File: src/rtl/tsc_pkg.sv
// Shared definitions for the trigger/timestamp ring capture block.
// Contents: FSM state enum, default geometry and an elaboration helper
// used to validate the ring depth.
package tsc_pkg;

  typedef enum logic [2:0] {
    ST_IDLE,
    ST_RUNNING,
    ST_POST,
    ST_DONE,
    ST_SEND
  } tsc_state_e;

  localparam int unsigned TSC_DEPTH = 16;
  localparam int unsigned PTR_W     = $clog2(TSC_DEPTH);

  function automatic bit is_pow2(input int unsigned v);
    return (v >= 2) && ((v & (v - 1)) == 0);
  endfunction

endpackage

File: src/rtl/tsc_ring_buf.sv
// DEPTH x DATA_W sample ring with write pointer, saturating fill counter and
// an oldest-first read pointer.
// Ports:
//   clk, reset   : clock, synchronous active-high reset (memory not cleared)
//   clear        : restart capture, zero wr_ptr and fill
//   wr_en/wr_data: write one sample at wr_ptr, advance wr_ptr
//   rd_load      : present the oldest sample on rd_data, arm read pointer
//   rd_next      : present the next sample on rd_data, advance read pointer
//   rd_data      : combinational read data
//   fill         : number of valid entries, saturates at DEPTH
module tsc_ring_buf
  import tsc_pkg::*;
#(
  parameter int unsigned DATA_W = 8,
  parameter int unsigned DEPTH  = TSC_DEPTH
) (
  input  logic                       clk,
  input  logic                       reset,
  input  logic                       clear,
  input  logic                       wr_en,
  input  logic [DATA_W-1:0]          wr_data,
  input  logic                       rd_load,
  input  logic                       rd_next,
  output logic [DATA_W-1:0]          rd_data,
  output logic [$clog2(DEPTH):0]     fill
);

  localparam int unsigned AW = $clog2(DEPTH);
  localparam int unsigned CW = AW + 1;

  logic [DATA_W-1:0] mem_q [DEPTH];
  logic [AW-1:0]     wr_ptr_q, wr_ptr_d;
  logic [AW-1:0]     rd_ptr_q, rd_ptr_d;
  logic [CW-1:0]     fill_q, fill_d;
  logic [AW-1:0]     start_ptr;
  logic [AW-1:0]     rd_addr;

  // Once the ring has wrapped, the oldest entry is the one about to be
  // overwritten; before that the buffer starts at entry 0.
  assign start_ptr = (fill_q == CW'(DEPTH)) ? wr_ptr_q : '0;
  assign rd_addr   = rd_load ? start_ptr : rd_ptr_q;
  assign rd_data   = mem_q[rd_addr];
  assign fill      = fill_q;

  always_comb begin
    wr_ptr_d = wr_ptr_q;
    fill_d   = fill_q;
    rd_ptr_d = rd_ptr_q;
    if (clear) begin
      wr_ptr_d = '0;
      fill_d   = '0;
    end else if (wr_en) begin
      wr_ptr_d = wr_ptr_q + AW'(1);
      if (fill_q != CW'(DEPTH)) fill_d = fill_q + CW'(1);
    end
    if (rd_load)      rd_ptr_d = start_ptr + AW'(1);
    else if (rd_next) rd_ptr_d = rd_ptr_q + AW'(1);
  end

  always_ff @(posedge clk) begin
    if (reset) begin
      wr_ptr_q <= '0;
      rd_ptr_q <= '0;
      fill_q   <= '0;
    end else begin
      wr_ptr_q <= wr_ptr_d;
      rd_ptr_q <= rd_ptr_d;
      fill_q   <= fill_d;
    end
  end

  always_ff @(posedge clk) begin
    if (wr_en) mem_q[wr_ptr_q] <= wr_data;
  end

endmodule

File: src/rtl/tsc_ring_capture.sv
// Trigger/timestamp capture: records samples into a ring, timestamps the
// first trigger rising edge, captures POST_TRIG more samples, freezes, and
// on request streams the frozen buffer out serially, oldest sample first,
// each sample MSB first.
// Ports:
//   clk, reset : clock, synchronous active-high reset
//   start      : begin capture (IDLE or DONE)
//   trig       : trigger level, rising edge is the event
//   data       : sample input
//   send_buf   : stream frozen buffer (DONE only; start has priority)
//   ready      : high in IDLE and DONE
//   complete   : registered, high in DONE
//   trig_ts    : timer value at the trigger event
//   sd, sd_valid, sd_last : serial stream
module tsc_ring_capture
  import tsc_pkg::*;
#(
  parameter int unsigned DATA_W    = 8,
  parameter int unsigned DEPTH     = TSC_DEPTH,
  parameter int unsigned TS_W      = 32,
  parameter int unsigned POST_TRIG = 4
) (
  input  logic              clk,
  input  logic              reset,
  input  logic              start,
  input  logic              trig,
  input  logic [DATA_W-1:0] data,
  input  logic              send_buf,
  output logic              ready,
  output logic              complete,
  output logic [TS_W-1:0]   trig_ts,
  output logic              sd,
  output logic              sd_valid,
  output logic              sd_last
);

  localparam int unsigned AW = $clog2(DEPTH);
  localparam int unsigned CW = AW + 1;
  localparam int unsigned BW = (DATA_W > 1) ? $clog2(DATA_W) : 1;

  if (!is_pow2(DEPTH)) begin : g_chk_depth
    $error("tsc_ring_capture: DEPTH must be a power of two >= 2");
  end
  if (POST_TRIG >= DEPTH) begin : g_chk_post
    $error("tsc_ring_capture: POST_TRIG must be less than DEPTH");
  end

  tsc_state_e        state_q, state_d;
  logic [TS_W-1:0]   timer_q, timer_d;
  logic [TS_W-1:0]   trig_ts_q, trig_ts_d;
  logic              trig_q, trig_d;
  logic              complete_q, complete_d;
  logic [AW-1:0]     post_cnt_q, post_cnt_d;
  logic [DATA_W-1:0] sh_q, sh_d;
  logic [BW-1:0]     bit_q, bit_d;
  logic [CW-1:0]     samp_q, samp_d;
  logic              sd_valid_q, sd_valid_d;
  logic              sd_last_q, sd_last_d;

  logic              clear, wr_en, rd_load, rd_next;
  logic [DATA_W-1:0] rd_data;
  logic [CW-1:0]     fill;
  logic              trig_event;

  assign trig_event = trig && !trig_q;

  tsc_ring_buf #(
    .DATA_W (DATA_W),
    .DEPTH  (DEPTH)
  ) u_ring (
    .clk     (clk),
    .reset   (reset),
    .clear   (clear),
    .wr_en   (wr_en),
    .wr_data (data),
    .rd_load (rd_load),
    .rd_next (rd_next),
    .rd_data (rd_data),
    .fill    (fill)
  );

  always_comb begin
    state_d    = state_q;
    timer_d    = timer_q;
    trig_ts_d  = trig_ts_q;
    trig_d     = trig;
    post_cnt_d = post_cnt_q;
    sh_d       = sh_q;
    bit_d      = bit_q;
    samp_d     = samp_q;
    sd_valid_d = sd_valid_q;
    sd_last_d  = sd_last_q;
    clear      = 1'b0;
    wr_en      = 1'b0;
    rd_load    = 1'b0;
    rd_next    = 1'b0;

    case (state_q)
      ST_IDLE, ST_DONE: begin
        if (start) begin
          state_d   = ST_RUNNING;
          clear     = 1'b1;
          timer_d   = '0;
          trig_ts_d = '0;
        end else if (state_q == ST_DONE && send_buf) begin
          state_d    = ST_SEND;
          rd_load    = 1'b1;
          sh_d       = rd_data;
          bit_d      = '0;
          samp_d     = CW'(1);
          sd_valid_d = 1'b1;
          sd_last_d  = (bit_d == BW'(DATA_W - 1)) && (samp_d == fill);
        end
      end
      ST_RUNNING: begin
        wr_en   = 1'b1;
        timer_d = timer_q + TS_W'(1);
        if (trig_event) begin
          trig_ts_d  = timer_q;
          post_cnt_d = '0;
          state_d    = (POST_TRIG == 0) ? ST_DONE : ST_POST;
        end
      end
      ST_POST: begin
        wr_en   = 1'b1;
        timer_d = timer_q + TS_W'(1);
        if (post_cnt_q == AW'(POST_TRIG - 1)) state_d = ST_DONE;
        else                                  post_cnt_d = post_cnt_q + AW'(1);
      end
      ST_SEND: begin
        if (sd_last_q) begin
          state_d    = ST_DONE;
          sd_valid_d = 1'b0;
          sd_last_d  = 1'b0;
        end else begin
          if (bit_q == BW'(DATA_W - 1)) begin
            rd_next = 1'b1;
            sh_d    = rd_data;
            bit_d   = '0;
            samp_d  = samp_q + CW'(1);
          end else begin
            sh_d  = sh_q << 1;
            bit_d = bit_q + BW'(1);
          end
          sd_last_d = (bit_d == BW'(DATA_W - 1)) && (samp_d == fill);
        end
      end
      default: state_d = ST_IDLE;
    endcase

    complete_d = (state_d == ST_DONE);
  end

  always_ff @(posedge clk) begin
    if (reset) begin
      state_q    <= ST_IDLE;
      timer_q    <= '0;
      trig_ts_q  <= '0;
      trig_q     <= 1'b0;
      complete_q <= 1'b0;
      post_cnt_q <= '0;
      sh_q       <= '0;
      bit_q      <= '0;
      samp_q     <= '0;
      sd_valid_q <= 1'b0;
      sd_last_q  <= 1'b0;
    end else begin
      state_q    <= state_d;
      timer_q    <= timer_d;
      trig_ts_q  <= trig_ts_d;
      trig_q     <= trig_d;
      complete_q <= complete_d;
      post_cnt_q <= post_cnt_d;
      sh_q       <= sh_d;
      bit_q      <= bit_d;
      samp_q     <= samp_d;
      sd_valid_q <= sd_valid_d;
      sd_last_q  <= sd_last_d;
    end
  end

  assign ready    = (state_q == ST_IDLE) || (state_q == ST_DONE);
  assign complete = complete_q;
  assign trig_ts  = trig_ts_q;
  assign sd       = sh_q[DATA_W-1] & sd_valid_q;
  assign sd_valid = sd_valid_q;
  assign sd_last  = sd_last_q;

endmodule

File: config.mk
export PLATFORM = sky130hd
export DESIGN_NAME = tsc_ring_capture
export DESIGN_NICKNAME = d
export VERILOG_FILES = /design/src/rtl/tsc_pkg.sv /design/src/rtl/tsc_ring_buf.sv /design/src/rtl/tsc_ring_capture.sv
export SDC_FILE = /design/constraint.sdc
export NUM_CORES = 1
export LEC_CHECK = 0
export ABC_AREA = 1
export BUFFER_PORTS_ARGS = -buffer_cell sky130_fd_sc_hd__buf_2
export CORE_MARGIN = 5
export CORE_UTILIZATION = 50
export DETAILED_ROUTE_END_ITERATION = 8
export PLACE_DENSITY = 0.7
export SLEW_MARGIN = 10
export SYNTH_ARGS = -nofsm -noshare
export SYNTH_HDL_FRONTEND = slang
export SYNTH_SLANG_ARGS = --single-unit
File: constraint.sdc
create_clock -name clk -period 1.9 [get_ports clk]
set_input_delay 0.38 -clock clk [delete_from_list [all_inputs] [get_ports clk]]
set_output_delay 0.38 -clock clk [all_outputs]
set_load 0.02 [all_outputs]
==> results of run 1 <==
[sequential cells by signal, indices dropped and copies added, names as in the netlist, 5 cells and up]
signal	cells
u_ring.mem_q	128
timer_q	32
trig_ts	32
sh_q	8
samp_q	5
u_ring.fill	5
[worst min-delay path: stages]
cell	delay (ns)
buf_2	0.08
inv_1	0.04
nor2_1	0.07
[report_power, final]
part,switching (µW),internal [µW]
logic,787,470
clock network,1920,2860
registers,58.6,5420
[cells by family after synthesis]
kind of cell | count (synthesis)
AO/OA/AOI/OAI | 158
XOR/XNOR | 20
adder cells (fa/ha/maj) | 13
buffers and inverters | 259
flip-flops | 232
AND/OR/NAND/NOR | 546
[synth_stat cells, types with 2 or more instances]
| library cell | count | area [µm²] |
|---|---|---|
| inv_1 | 200 | 751 |
| inv_2 | 10 | 37.5 |
| nand4_1 | 17 | 106 |
| o21a_1 | 3 | 22.5 |
| edfxtp_1 | 128 | 3840 |
| nand3b_1 | 2 | 15.0 |
| a21oi_1 | 76 | 380 |
| nor3_2 | 2 | 20.0 |
| o211ai_1 | 2 | 15.0 |
| o21bai_1 | 3 | 22.5 |
| buf_6 | 5 | 56.3 |
| nand2_1 | 195 | 732 |
| ha_1 | 13 | 163 |
| nor2_1 | 99 | 372 |
| clkbuf_1 | 24 | 90.1 |
| dfxtp_1 | 104 | 2080 |
| nor3b_1 | 2 | 15.0 |
| nor3_1 | 22 | 110 |
| nand2_2 | 8 | 50.1 |
| or2_2 | 6 | 37.5 |
| buf_4 | 7 | 52.6 |
| xor2_1 | 15 | 131 |
| xnor2_1 | 5 | 43.8 |
| o21ai_0 | 64 | 320 |
| o211a_1 | 2 | 20.0 |
| a211oi_1 | 4 | 30.0 |
| buf_2 | 11 | 55.1 |
| nor2_4 | 3 | 33.8 |
| nor4_1 | 6 | 37.5 |
| nand3_1 | 175 | 876 |
[stage by stage]
step	total power, µW	hold slack, ns	utilization	cell area, µm²	setup slack, ns
final	11500	0.0936	0.655	13800	-0.125
after global routing	11900	0.121	0.655	13800	-0.224
after CTS	11500	0.0766	0.637	13400	-0.0562
after detailed placement	6670	0.454	0.564	11800	-0.185
after global placement	6650	0.452	0.564	11800	-0.126
after floorplan	6200	0.440	-	10700	0.0257
[final timing paths]
kind / startpoint / endpoint
setup / recovery: u_ring.fill[1] / sh_q[1]
hold / removal: trig / trig_q
setup reg to reg: u_ring.fill[1] / sh_q[1]
hold reg to reg: sh_q[2] / sh_q[2]
[repair_timing]
action / CTS / global route
endpoints found under the hold margin: 0 / 0
pin swaps: 34 / 23
gates resized for setup: 91 / 81
setup endpoints to repair: 13 / 121
gates cloned: 8 / 1
setup buffers: 10 / 9
[area by class of cell]
type                    instances  area [µm²]
clock buffers                  34         709
clock inverters                10        95.1
fillers                      1617        7260
inverters                     211         800
multi-input cells             738        4330
flip-flops and latches        232        5940
well taps                     275         344
repair buffers                170        1550
[layer usage]
metal	share of wire	up-vias	global-route usage	routed length [µm]
li1	-	4352	-	-
met1	0.42	4321	0.311	12100
met2	0.47	340	0.375	13500
met3	0.071	88	0.0358	2020
met4	0.034	0	0.0767	961
met5	0	-	0	0
==> results.yml, run 1 <==
clock_tree:
  cts_tree: "yes"
  cts.sinks: 232
  clk_transition_reported_paths_ns: 0.06
  cts_buffers: 24
  clk_path_buf_depth: 3
  hold_buffers: 0
  clockRootBuffer: "clkbuf_16"
  insertion_delay_ns: 0.52
  h-tree-depth: 1
route:
  drtIter0Drc: 915
  wl_mm: 28.6
  vias_per_cell: 5.45
  wl_per_cell_um: 17.1
  drc_errors: 0
  vias: 9101
  firstDrtPassIters: 5
  drt.antenna.violating_nets: 0
worst_setup_path:
  worstPathMaxFanout: 8
  cp_data_arrival_time_ns: 2.43
  rrSetupSlack_ns: -0.12
  cp_cell_sequence: "inv_2 > ha_4 > nand2_2 > inv_2 > buf_6 > nand2_4 > nor2_4 > o21a_4 > buf_12 > buf_16 > nand3_2 > nand3_2 > nand3_4 > nand3_2 > nand2_2 > a21oi_2"
  path_delay_family: "simple AND/OR/NAND/NOR gates"
  crit_buf_inv: 5
  crit_slowest_cell: "dfxtp_2"
  endpoint_kind: "register"
  crit_path_frequent_cell: "nand3_2"
  crit_cells: 16
  r2r_cells: 16
  crit_type: "register to register"
  critPathRequiredTime_ns: 2.30
  startpoint_type: "register"
  max_stage_delay_ns: 0.33
job:
  max-cap-violations: 0
sta:
  worstMarginPinSlew_ns: 0.600
  setup_ws_ns: -0.125
  timing.fmax_mhz: 494
  period_needed_ns: 2.02
  fin_worst_skew_ns: 0.0116
  tns_ns: -0.742
  fin_crit_sh: 1.07
  finalMaxSlewViolations: 0
  slew_headroom: 0.599
  hold_viol_final: 0
  rsz0062_at_grt: "true"
  setup_viol: 10
synthesis:
  synth-simple-area-share: 0.234
  synth.area.mux_share: 0
  synth_edf_count: 128
  ys_seq_area_frac: 0.556
  synth_cell_types: 45
  ys.flop_type: "edfxtp_1"
  yosys.area_share.adder: 0.0153
  synth_fp_nets: 1254
  synth_seq_cells: 232
  yosys_warnings: 0
  synth_area_um2: 10700
  async_flop_share: 0
  avgSynthCellArea_um2: 8.67
  synth_top_family_by_area: "simple AND/OR/NAND/NOR gates"
  synth_compound_area_frac: 0.0793
  synthCells: 1228
  synth_xor_area_frac: 0.0164
die:
  start_util: 0.507
  coreArea_um2: 21000
  io_pins: 50
  die_x_um: 156
  num_rows: 53
  die_area_um2: 24300
  die_height_um: 156
outcome:
  status: "finished, violations left"
  failed_checks: "setup timing"
placement:
  dp_cells: 1599
  io_buffers: 49
  finalWeightedCongestion: 0.869
  dp_hpwl_mm: 17.5
global_route:
  gr-total-overflow: 0
  grt_start_max_net_pins: 36
  antenna_found_initial: 0
  grt_pass1_vias: 8712
  grt_pass1_wl_mm: 44.8
  grt_use_total: 0.228
hold_path:
  min_path_cells: 3
  min_path_type: "primary input to register"
finish:
  antenna_cells: 0
  layout-drive-gt1-share: 0.267
  area_delta_synth_final_pct: 29.2
  final_cell_mix: "inv_1 (193), nand2_1 (179), edfxtp_1 (128)"
  final_common_cell: "inv_1"
  stdcell_count: 1670
  nNetsFinal: 1403
pwr:
  peakVddDrop_uv: 700
  cellPowerDensity_nw_per_um2: 837
  p_leak_uw: 0.00581
Power figures use the tool's default switching activity.
==> run 2: changes to the inputs <==
Settings changed: CORE_UTILIZATION 50 to 55, PLACE_DENSITY 0.7 to 0.75.
==> run 2 against run 1 <==
The run still ends with setup timing left. Core utilization grew 5.6 points. Global-route usage grew 1.0 points. Combinational power shrank 4%. Clock-buffer cell count is the same. Fmax shrank 0.54%. Critical endpoint is now sh_q[2]. Largest power group unchanged.
==> results.yml, run 2 (synthesized netlist as in run 1, its figures left out) <==
sta:
  setup_ws_ns: -0.136
  rsz0062_at_grt: "true"
  setup_viol: 10
  tns_ns: -0.575
  fin_crit_sh: 1.07
  worstMarginPinSlew_ns: 0.445
  period_needed_ns: 2.04
  fin_worst_skew_ns: 0.0138
  finalMaxSlewViolations: 0
  hold_viol_final: 0
  timing.fmax_mhz: 491
  slew_headroom: 0.700
finish:
  layout-drive-gt1-share: 0.268
  area_delta_synth_final_pct: 28.6
  nFillCells: 1347
  final_common_cell: "inv_1"
  multi_input_area_um2: 4340
  design_area_um2: 13700
  nNetsFinal: 1403
  regArea_um2: 5940
  final_cell_mix: "inv_1 (192), nand2_1 (174), edfxtp_1 (128)"
  top_register: "u_ring.mem_q"
  antenna_cells: 0
  largest_register_ff_count: 128
clock_tree:
  clockRootBuffer: "clkbuf_16"
  cts.sinks: 232
  clk_path_buf_depth: 3
  hold_buffers: 0
  insertion_delay_ns: 0.52
  h-tree-depth: 1
  cts_buffers: 25
  cts_tree: "yes"
  clk_transition_reported_paths_ns: 0.07
worst_setup_path:
  max_stage_delay_ns: 0.36
  critPathRequiredTime_ns: 2.34
  crit_type: "register to register"
  startpoint_type: "register"
  cp_cell_sequence: "inv_4 > nor2_4 > buf_6 > nand3_4 > o21ai_4 > buf_12 > buf_8 > nand3_2 > nand3_2 > nand3_2 > nand3_1 > nand2_1 > a21oi_1"
  crit_buf_inv: 4
  worstPathMaxFanout: 6
  cp_data_arrival_time_ns: 2.48
  rrSetupSlack_ns: -0.14
  crit_slowest_cell: "dfxtp_4"
  endpoint_kind: "register"
  crit_path_frequent_cell: "nand3_2"
  path_delay_family: "simple AND/OR/NAND/NOR gates"
pwr:
  power_uw: 11300
  peakVddDrop_uv: 658
  cellPowerDensity_nw_per_um2: 823
  p_leak_uw: 0.00585
global_route:
  grt_pass1_vias: 8734
  grt_use_total: 0.238
  grt_start_max_net_pins: 33
  grt_pass1_wl_mm: 42.9
  gr-total-overflow: 0
  antenna_found_initial: 0
route:
  vias_per_cell: 5.63
  vias: 9338
  wl_per_cell_um: 17.7
  wl_mm: 29.4
  firstDrtPassIters: 5
  drtIter0Drc: 985
  drt.antenna.violating_nets: 0
  drc_errors: 0
placement:
  dp_slack_ns: -0.123
  finalWeightedCongestion: 0.899
  place_area_um2: 11800
  dp_hpwl_mm: 17.3
  io_buffers: 49
outcome:
  failed_checks: "setup timing"
  status: "finished, violations left"
die:
  die_height_um: 149
  die_x_um: 149
  num_rows: 51
  io_pins: 50
  die_area_um2: 22200
  start_util: 0.553
  coreArea_um2: 19300
job:
  max-cap-violations: 0
hold_path:
  min_path_type: "primary input to register"
-- run 2: worst paths after layout --
kind | from | to | depth (start not counted)
worst min-delay path | trig | trig_q | 3
worst max-delay path | state_q[0] | sh_q[2] | 13
worst min register to register | samp_q[4] | samp_q[4] | 2
worst max register to register | state_q[0] | sh_q[2] | 13
-- run 2: cell type report --
cell class | instances | share of cell area
Inverter | 211 | 0.0587
Sequential cell | 232 | 0.434
Clock inverter | 11 | 0.00475
Timing Repair Buffer | 169 | 0.110
Multi-Input combinational cell | 738 | 0.317
Clock buffer | 34 | 0.0519
Tap cell | 265 | 0.0242
-- run 2: report_power, final --
part           total (µW)  internal (µW)  switching, µW
registers            5490           5420           62.8
logic                1210            434            780
clock network        4570           2620           1950
total               11300           8480           2800
-- run 2: timing repair --
action,in CTS,in global routing
buffers inserted,13,7
endpoints found under the hold margin,0,0
cloned,5,2
gates resized for setup,47,144
endpoints found under the setup margin,10,139
pin swaps,9,38
-- run 2: stage by stage --
step                hold slack [ns]   util  instances
finish                       0.0990  0.711       1660
global route                 0.0908  0.711       1660
CTS                          0.0762  0.675       1652
detailed placement            0.455  0.614       1589
floorplan                     0.440      -       1228
global placement              0.449  0.614       1589
-- run 2: per-layer routing --
metal  part of all wire  GRT usage  vias to the layer above
met1               0.40      0.332                     4414
met4              0.034     0.0755                        0
met3              0.089     0.0343                       96
met5                  0          0                        -
met2               0.47      0.388                      482
li1                   -          -                     4346
-- run 2: worst register-to-register path, cell delays in order, from the launching register on --
cell and delay, ns:
dfxtp_4 0.36, inv_4 0.05, nor2_4 0.15, buf_6 0.13, nand3_4 0.11, o21ai_4 0.24
buf_12 0.17, buf_8 0.14, nand3_2 0.10, nand3_2 0.08, nand3_2 0.10, nand3_1 0.11
nand2_1 0.07, a21oi_1 0.16
